--- src/rtl/mdu_pkg.sv ---
// Shared definitions for the iterative multiply/divide sequencer: ALU select
// codes (also used by the instruction decoder), operation and state enums.
package mdu_pkg;

    localparam logic [3:0] ALU_ADD   = 4'b0000;
    localparam logic [3:0] ALU_SLL   = 4'b0001;
    localparam logic [3:0] ALU_SLTU  = 4'b0011;
    localparam logic [3:0] ALU_SUB   = 4'b1100;
    localparam logic [3:0] ALU_PASSB = 4'b1111;

    typedef enum logic [1:0] {
        MUL  = 2'b00,
        DIVU = 2'b01,
        REMU = 2'b10,
        RSVD = 2'b11
    } mdu_op_e;

    typedef enum logic [2:0] {
        IDLE      = 3'd0,
        MUL_ADD   = 3'd1,
        MUL_SHIFT = 3'd2,
        DIV_CMP   = 3'd3,
        DIV_SUB   = 3'd4,
        DONE      = 3'd5
    } mdu_state_e;

endpackage

--- src/rtl/alu_mdu_sequencer.sv ---
// Iterative RV32M MUL/DIVU/REMU controller. Borrows the external 32-bit ALU
// while busy: shift-and-add multiply and restoring divide, one ALU operation
// per cycle, result returned over a valid/ready handshake.
module alu_mdu_sequencer
    import mdu_pkg::*;
#(
    parameter int XLEN  = 32,
    parameter int CNT_W = 5
) (
    input  logic            clk_i,
    input  logic            rst_i,
    input  logic            req_valid_i,
    output logic            req_ready_o,
    input  logic [1:0]      req_op_i,
    input  logic [XLEN-1:0] req_a_i,
    input  logic [XLEN-1:0] req_b_i,
    output logic            resp_valid_o,
    input  logic            resp_ready_i,
    output logic [XLEN-1:0] resp_data_o,
    output logic            busy_o,
    output logic [XLEN-1:0] alu_a_o,
    output logic [XLEN-1:0] alu_b_o,
    output logic [3:0]      alu_sel_o,
    input  logic [XLEN-1:0] alu_res_i
);

    localparam logic [CNT_W-1:0] LAST_CNT = CNT_W'(XLEN - 1);

    mdu_state_e      r_state;
    mdu_op_e         r_op;
    logic [CNT_W-1:0] r_cnt;
    logic [XLEN-1:0] r_acc;
    logic [XLEN-1:0] r_mcand;
    logic [XLEN-1:0] r_mplier;
    logic [XLEN-1:0] r_rem;
    logic [XLEN-1:0] r_quo;
    logic [XLEN-1:0] r_div;
    logic            r_ge;          // shifted partial remainder >= divisor
    logic            r_resp_valid;
    logic [XLEN-1:0] r_resp_data;

    logic [XLEN-1:0] w_t;
    logic [XLEN-1:0] w_rem_nxt;
    logic [XLEN-1:0] w_quo_nxt;
    logic            w_last;

    // Partial remainder shifted left with the next dividend bit brought in.
    assign w_t       = {r_rem[XLEN-2:0], r_quo[XLEN-1]};
    assign w_rem_nxt = r_ge ? alu_res_i : r_rem;
    assign w_quo_nxt = {r_quo[XLEN-1:1], r_ge};
    assign w_last    = (r_cnt == LAST_CNT);

    assign req_ready_o  = (r_state == IDLE);
    assign busy_o       = (r_state != IDLE);
    assign resp_valid_o = r_resp_valid;
    assign resp_data_o  = r_resp_data;

    // ALU operand/select steering for the current compute step.
    always_comb begin
        alu_a_o   = '0;
        alu_b_o   = '0;
        alu_sel_o = ALU_ADD;
        case (r_state)
            MUL_ADD: begin
                alu_a_o   = r_acc;
                alu_b_o   = r_mcand;
                alu_sel_o = ALU_ADD;
            end
            MUL_SHIFT: begin
                alu_a_o   = r_mcand;
                alu_b_o   = XLEN'(1);
                alu_sel_o = ALU_SLL;
            end
            DIV_CMP: begin
                alu_a_o   = w_t;
                alu_b_o   = r_div;
                alu_sel_o = ALU_SLTU;
            end
            DIV_SUB: begin
                alu_a_o   = r_rem;
                alu_b_o   = r_div;
                alu_sel_o = ALU_SUB;
            end
            default: begin
                alu_a_o   = '0;
                alu_b_o   = '0;
                alu_sel_o = ALU_ADD;
            end
        endcase
    end

    // Sequencer state machine with all datapath and response registers.
    always_ff @(posedge clk_i or posedge rst_i) begin
        if (rst_i) begin
            r_state      <= IDLE;
            r_op         <= MUL;
            r_cnt        <= '0;
            r_acc        <= '0;
            r_mcand      <= '0;
            r_mplier     <= '0;
            r_rem        <= '0;
            r_quo        <= '0;
            r_div        <= '0;
            r_ge         <= 1'b0;
            r_resp_valid <= 1'b0;
            r_resp_data  <= '0;
        end else begin
            case (r_state)
                IDLE: begin
                    if (req_valid_i) begin
                        r_op  <= mdu_op_e'(req_op_i);
                        r_cnt <= '0;
                        case (mdu_op_e'(req_op_i))
                            MUL: begin
                                r_acc    <= '0;
                                r_mcand  <= req_a_i;
                                r_mplier <= req_b_i;
                                r_state  <= MUL_ADD;
                            end
                            DIVU, REMU: begin
                                if (req_b_i == '0) begin
                                    // Divide by zero: RISC-V defined results.
                                    r_resp_data <= (mdu_op_e'(req_op_i) == DIVU) ? '1 : req_a_i;
                                    r_state     <= DONE;
                                end else begin
                                    r_rem   <= '0;
                                    r_quo   <= req_a_i;
                                    r_div   <= req_b_i;
                                    r_state <= DIV_CMP;
                                end
                            end
                            default: begin
                                r_resp_data <= '0;
                                r_state     <= DONE;
                            end
                        endcase
                    end
                end
                MUL_ADD: begin
                    if (r_mplier[0]) begin
                        r_acc <= alu_res_i;
                    end
                    r_state <= MUL_SHIFT;
                end
                MUL_SHIFT: begin
                    r_mcand  <= alu_res_i;
                    r_mplier <= r_mplier >> 1;
                    if (w_last) begin
                        r_resp_data <= r_acc;
                        r_state     <= DONE;
                    end else begin
                        r_cnt   <= r_cnt + 1'b1;
                        r_state <= MUL_ADD;
                    end
                end
                DIV_CMP: begin
                    // The bit shifted out of the remainder is the 33rd bit of
                    // the true partial remainder; if set, it exceeds any divisor
                    // even though the 32-bit SLTU says "less".
                    r_ge    <= r_rem[XLEN-1] | ~alu_res_i[0];
                    r_rem   <= w_t;
                    r_quo   <= r_quo << 1;
                    r_state <= DIV_SUB;
                end
                DIV_SUB: begin
                    r_rem <= w_rem_nxt;
                    r_quo <= w_quo_nxt;
                    if (w_last) begin
                        r_resp_data <= (r_op == REMU) ? w_rem_nxt : w_quo_nxt;
                        r_state     <= DONE;
                    end else begin
                        r_cnt   <= r_cnt + 1'b1;
                        r_state <= DIV_CMP;
                    end
                end
                DONE: begin
                    // Valid is raised one cycle after entering DONE, then the
                    // handshake returns to IDLE.
                    if (!r_resp_valid) begin
                        r_resp_valid <= 1'b1;
                    end else if (resp_ready_i) begin
                        r_resp_valid <= 1'b0;
                        r_state      <= IDLE;
                    end
                end
                default: begin
                    r_state <= IDLE;
                end
            endcase
        end
    end

endmodule

--- config.mk ---
export PLATFORM = sky130hd
export DESIGN_NAME = alu_mdu_sequencer
export DESIGN_NICKNAME = d
export VERILOG_FILES = /design/src/rtl/mdu_pkg.sv /design/src/rtl/alu_mdu_sequencer.sv
export SDC_FILE = /design/constraint.sdc
export NUM_CORES = 1
export LEC_CHECK = 0
export ABC_CLOCK_PERIOD_IN_PS = 10400
export CAP_MARGIN = 25
export CORE_MARGIN = 2
export CORE_UTILIZATION = 35
export DETAILED_ROUTE_END_ITERATION = 10
export RECOVER_POWER = 25
export SLEW_MARGIN = 20
export SYNTH_ARGS = -nofsm -noshare
export SYNTH_HDL_FRONTEND = slang
export SYNTH_SLANG_ARGS = --single-unit
--- constraint.sdc ---
create_clock -name clk_i -period 10.4 [get_ports clk_i]
set_input_delay 1.04 -clock clk_i [delete_from_list [all_inputs] [get_ports clk_i]]
set_output_delay 1.04 -clock clk_i [all_outputs]
set_load 0.01 [all_outputs]
==> impl_metrics.csv <==
group,metric,value,unit
timing,tightest_slew,5.57,ns
synth,synth_top_family_by_area,"compound AO/OA/AOI/OAI gates",
cts,cts_max_level,1,
power_and_ir_drop,p_sw,2.01,mW
die,rows,69,
die,pin_count,205,
outcome,violations,"max-capacitance violations, max-slew violations",
synth,mappedNetlistNets,1414,
timing,post-route-min-period,5.45,ns
critical_path,reg2reg_depth,7,
critical_path,worst_ep_arrival_time,4.76,ns
placement,place_congestion,0.809,
power_and_ir_drop,pwr-share-comb,45.5,%
synth,synth-seq-cells,236,
cts,root_buffer,"clkbuf_16",
synth,synthAdderAreaFrac,0.399,%
synth,synth-edff-count,0,
hold_path,holdPathStages,2,
drt,routed_wl,40500,um
synth,syn_area_per_cell,9.59,um2
power_and_ir_drop,p_per_area,315,mW/mm2
power_and_ir_drop,swShare,40.2,%
critical_path,worstReg2RegEnd,"r_rem[20]",
timing,skew,0.00750,ns
finish,final_cell_mix,"235 x dfrtp_1, 228 x nand2_1, 186 x clkdlybuf4s50_1",
finish,final_common_cell,"dfrtp_1",
synth,ys.flop_type,"dfrtp_1",
synth,ys_warn_count,0,
cts,cts_tree,"yes",
critical_path,crit_path_top_delay_cell,"clkinvlp_2",
power_and_ir_drop,clockPowerShare,19.5,%
synth,syn_inst,1308,
critical_path,crit_path_max_incr_delay,3.08,ns
power_and_ir_drop,p_int,2.98,mW
drt,route.detailed.drc,0,
critical_path,worstPathMaxFanout,119,
synth,syn_area,0.0125,mm2
timing,hold_viol,0,
critical_path,cpLargestDelayFamily,"buffers and inverters",
cts,ctsHoldBuffers,0,
finish,nNetsFinal,1560,
critical_path,start_kind,"input port",
critical_path,path_buf_inv,2,
cts,cts_made_buffers,29,
global_route,grt_pass1_vias,10600,
die,die_area,0.0374,mm2
global_route,grt_max_degree,120,
cts,clock_path_buffers,3,
global_route,antenna_found_initial,2,
timing,rsz0062_at_grt,"no",
die,die_height,193,um
synth,ys_async_sr_fraction,100,%
power_and_ir_drop,leakage,6.92,nW
drt,drt-vias-per-instance,5.53,
finish,fin_util,44.7,%
power_and_ir_drop,total_power,4.98,mW
hold_path,hold_end,"r_mplier[25]",
cts,cts_sinks,236,
power_and_ir_drop,p_seq_share,35.0,%
cts,clk_pin_slew,0.06,ns
timing,slew_viol_final,120,
hold_path,hold_start,"r_mplier[25]",
power_and_ir_drop,ir_worst_vdd,0.172,mV
timing,hold_ws,0.484,ns
synth,synthMuxAreaShare,15.9,%
cts,cts_resized,0,
critical_path,cp.required,9.71,ns
critical_path,reg2reg_slack,7.04,ns
die,core-area,0.0354,mm2
drt,wire_per_inst,20.9,um
synth,synthDistinctLibCells,44,
timing,fmax,183,MHz
cts,post_cts_buffers,0,
timing,finalSetupViolCount,0,
global_route,grt_pass1_wl,63300,um
finish,syn_to_final_growth,26.3,%
drt,antenna_left,0,
drt,via_count,10700,
synth,synth_xor_area_share,0,%
die,start_util,35.4,%
placement,port_buffers,204,
run,maxCapViolations,1,
synth,synth-compound-area-share,20.7,%
timing,timing.final.crit_share,52.4,%
drt,drt-initial-drc-count,855,
placement,hpwl,26800,um
synth,synthSimpleGateAreaFrac,11.7,%
hold_path,hold_class,"reg -> reg",
die,die_w,193,um
critical_path,r2r_start,"r_state[2]",
timing,slew_headroom,-273,%
outcome,status,"finished with violations",
global_route,gr-total-overflow,0,
timing,setup_tns,0,ns
global_route,grt_usage,21.4,%
finish,drive_gt1_share,10.1,%
critical_path,crit_chain,"dlygate4sd3_1, clkinvlp_2",
critical_path,worstSetupEndpointType,"asynchronous set/reset pin",
cts,insertion_delay,0.54,ns
synth,yosysSeqAreaShare,47.1,%
critical_path,path_class,"in -> async",
drt,first_pass_iters,6,
==> worst max-delay path by stage <==
stage | start | slack, ns | endpoint | cells after the start
floorplan | rst_i | 2.89 | r_acc[0] | 1
global placement | r_state[1] | 6.22 | alu_a_o[29] | 8
detailed placement | r_state[1] | 6.16 | alu_a_o[29] | 8
CTS | r_state[0] | 5.56 | alu_a_o[29] | 8
global route | rst_i | 3.91 | r_ge | 2
finish | rst_i | 4.95 | r_ge | 2
==> power by group through the flow <==
stage                     sequential, mW  combinational (mW)  clock, mW
final                               1.74                2.27      0.969
after global placement              1.74                2.25          0
after global routing                1.79                2.49       1.04
after CTS                           1.73                2.30      0.996
after detailed placement            1.74                2.29          0
after floorplan                     1.59                1.47          0
==> routing by layer <==
layer / vias up / global-route usage, % / part of all wire [%]
met3: 63 / 3.38 / 6.4
met1: 5270 / 31.5 / 47
met4: 0 / 6.64 / 2.5
met2: 390 / 32.1 / 44
met5: - / 0 / 0
li1: 5002 / - / -
==> per-stage QoR <==
step	cells	setup WS, ns	cell area, um2
global placement	1884	6.22	14900
CTS	1935	5.56	15800
global route	1937	3.91	15800
detailed placement	1884	6.16	14900
finish	1938	4.95	15800
floorplan	1308	2.89	12500
==> logic make-up (layout without fill, tap and decap cells) <==
group / after synthesis / in the layout
buffers and inverters: 122 / 288
DFF: 236 / 236
muxes: 191 / 191
AOI/OAI and AO/OA: 390 / 390
and+or+nand+nor: 365 / 365
adders and majority gates: 4 / 4
other: 0 / 3
==> state kept, by name, summed over array words and instances (netlist names) <==
signal        count
r_mplier         32
r_state           3
r_quo            32
r_cnt             5
r_ge              1
resp_valid_o      1
r_mcand          32
r_op              2
r_div            32
r_rem            32
r_acc            32
resp_data_o      32
==> worst register-to-register path: stages (launching register included) <==
cell and delay (ns):
dfrtp_1 0.72, nand3b_1 0.22, buf_4 0.72, nand2_1 0.45, buf_4 0.36, o21bai_2 0.23, buf_4 0.28, o211a_1 0.28
==> synthesized netlist by cell type (all sizes together), types with 32 or more instances <==
library cell	number	share of area (%)
a21oi	67	2.7
a22o	38	2.7
a22oi	55	3.3
buf	47	1.9
clkbuf	64	1.9
dfrtp	236	47
mux2	66	5.9
mux2i	125	10
nand2	228	6.8
nor2	106	3.2
o211a	32	2.6
o21ai	144	5.8
o221ai	33	2.3
==> final cells by class <==
cell class / count / area, um2
Antenna cell: 3 / 7.51
Sequential cell: 236 / 5910
Clock inverter: 7 / 38.8
Timing Repair Buffer: 226 / 2210
Multi-Input combinational cell: 950 / 6180
Fill cell: 3336 / 19600
Inverter: 11 / 42.5
Clock buffer: 44 / 882
Tap cell: 461 / 577
Power figures use the tool's default switching activity.
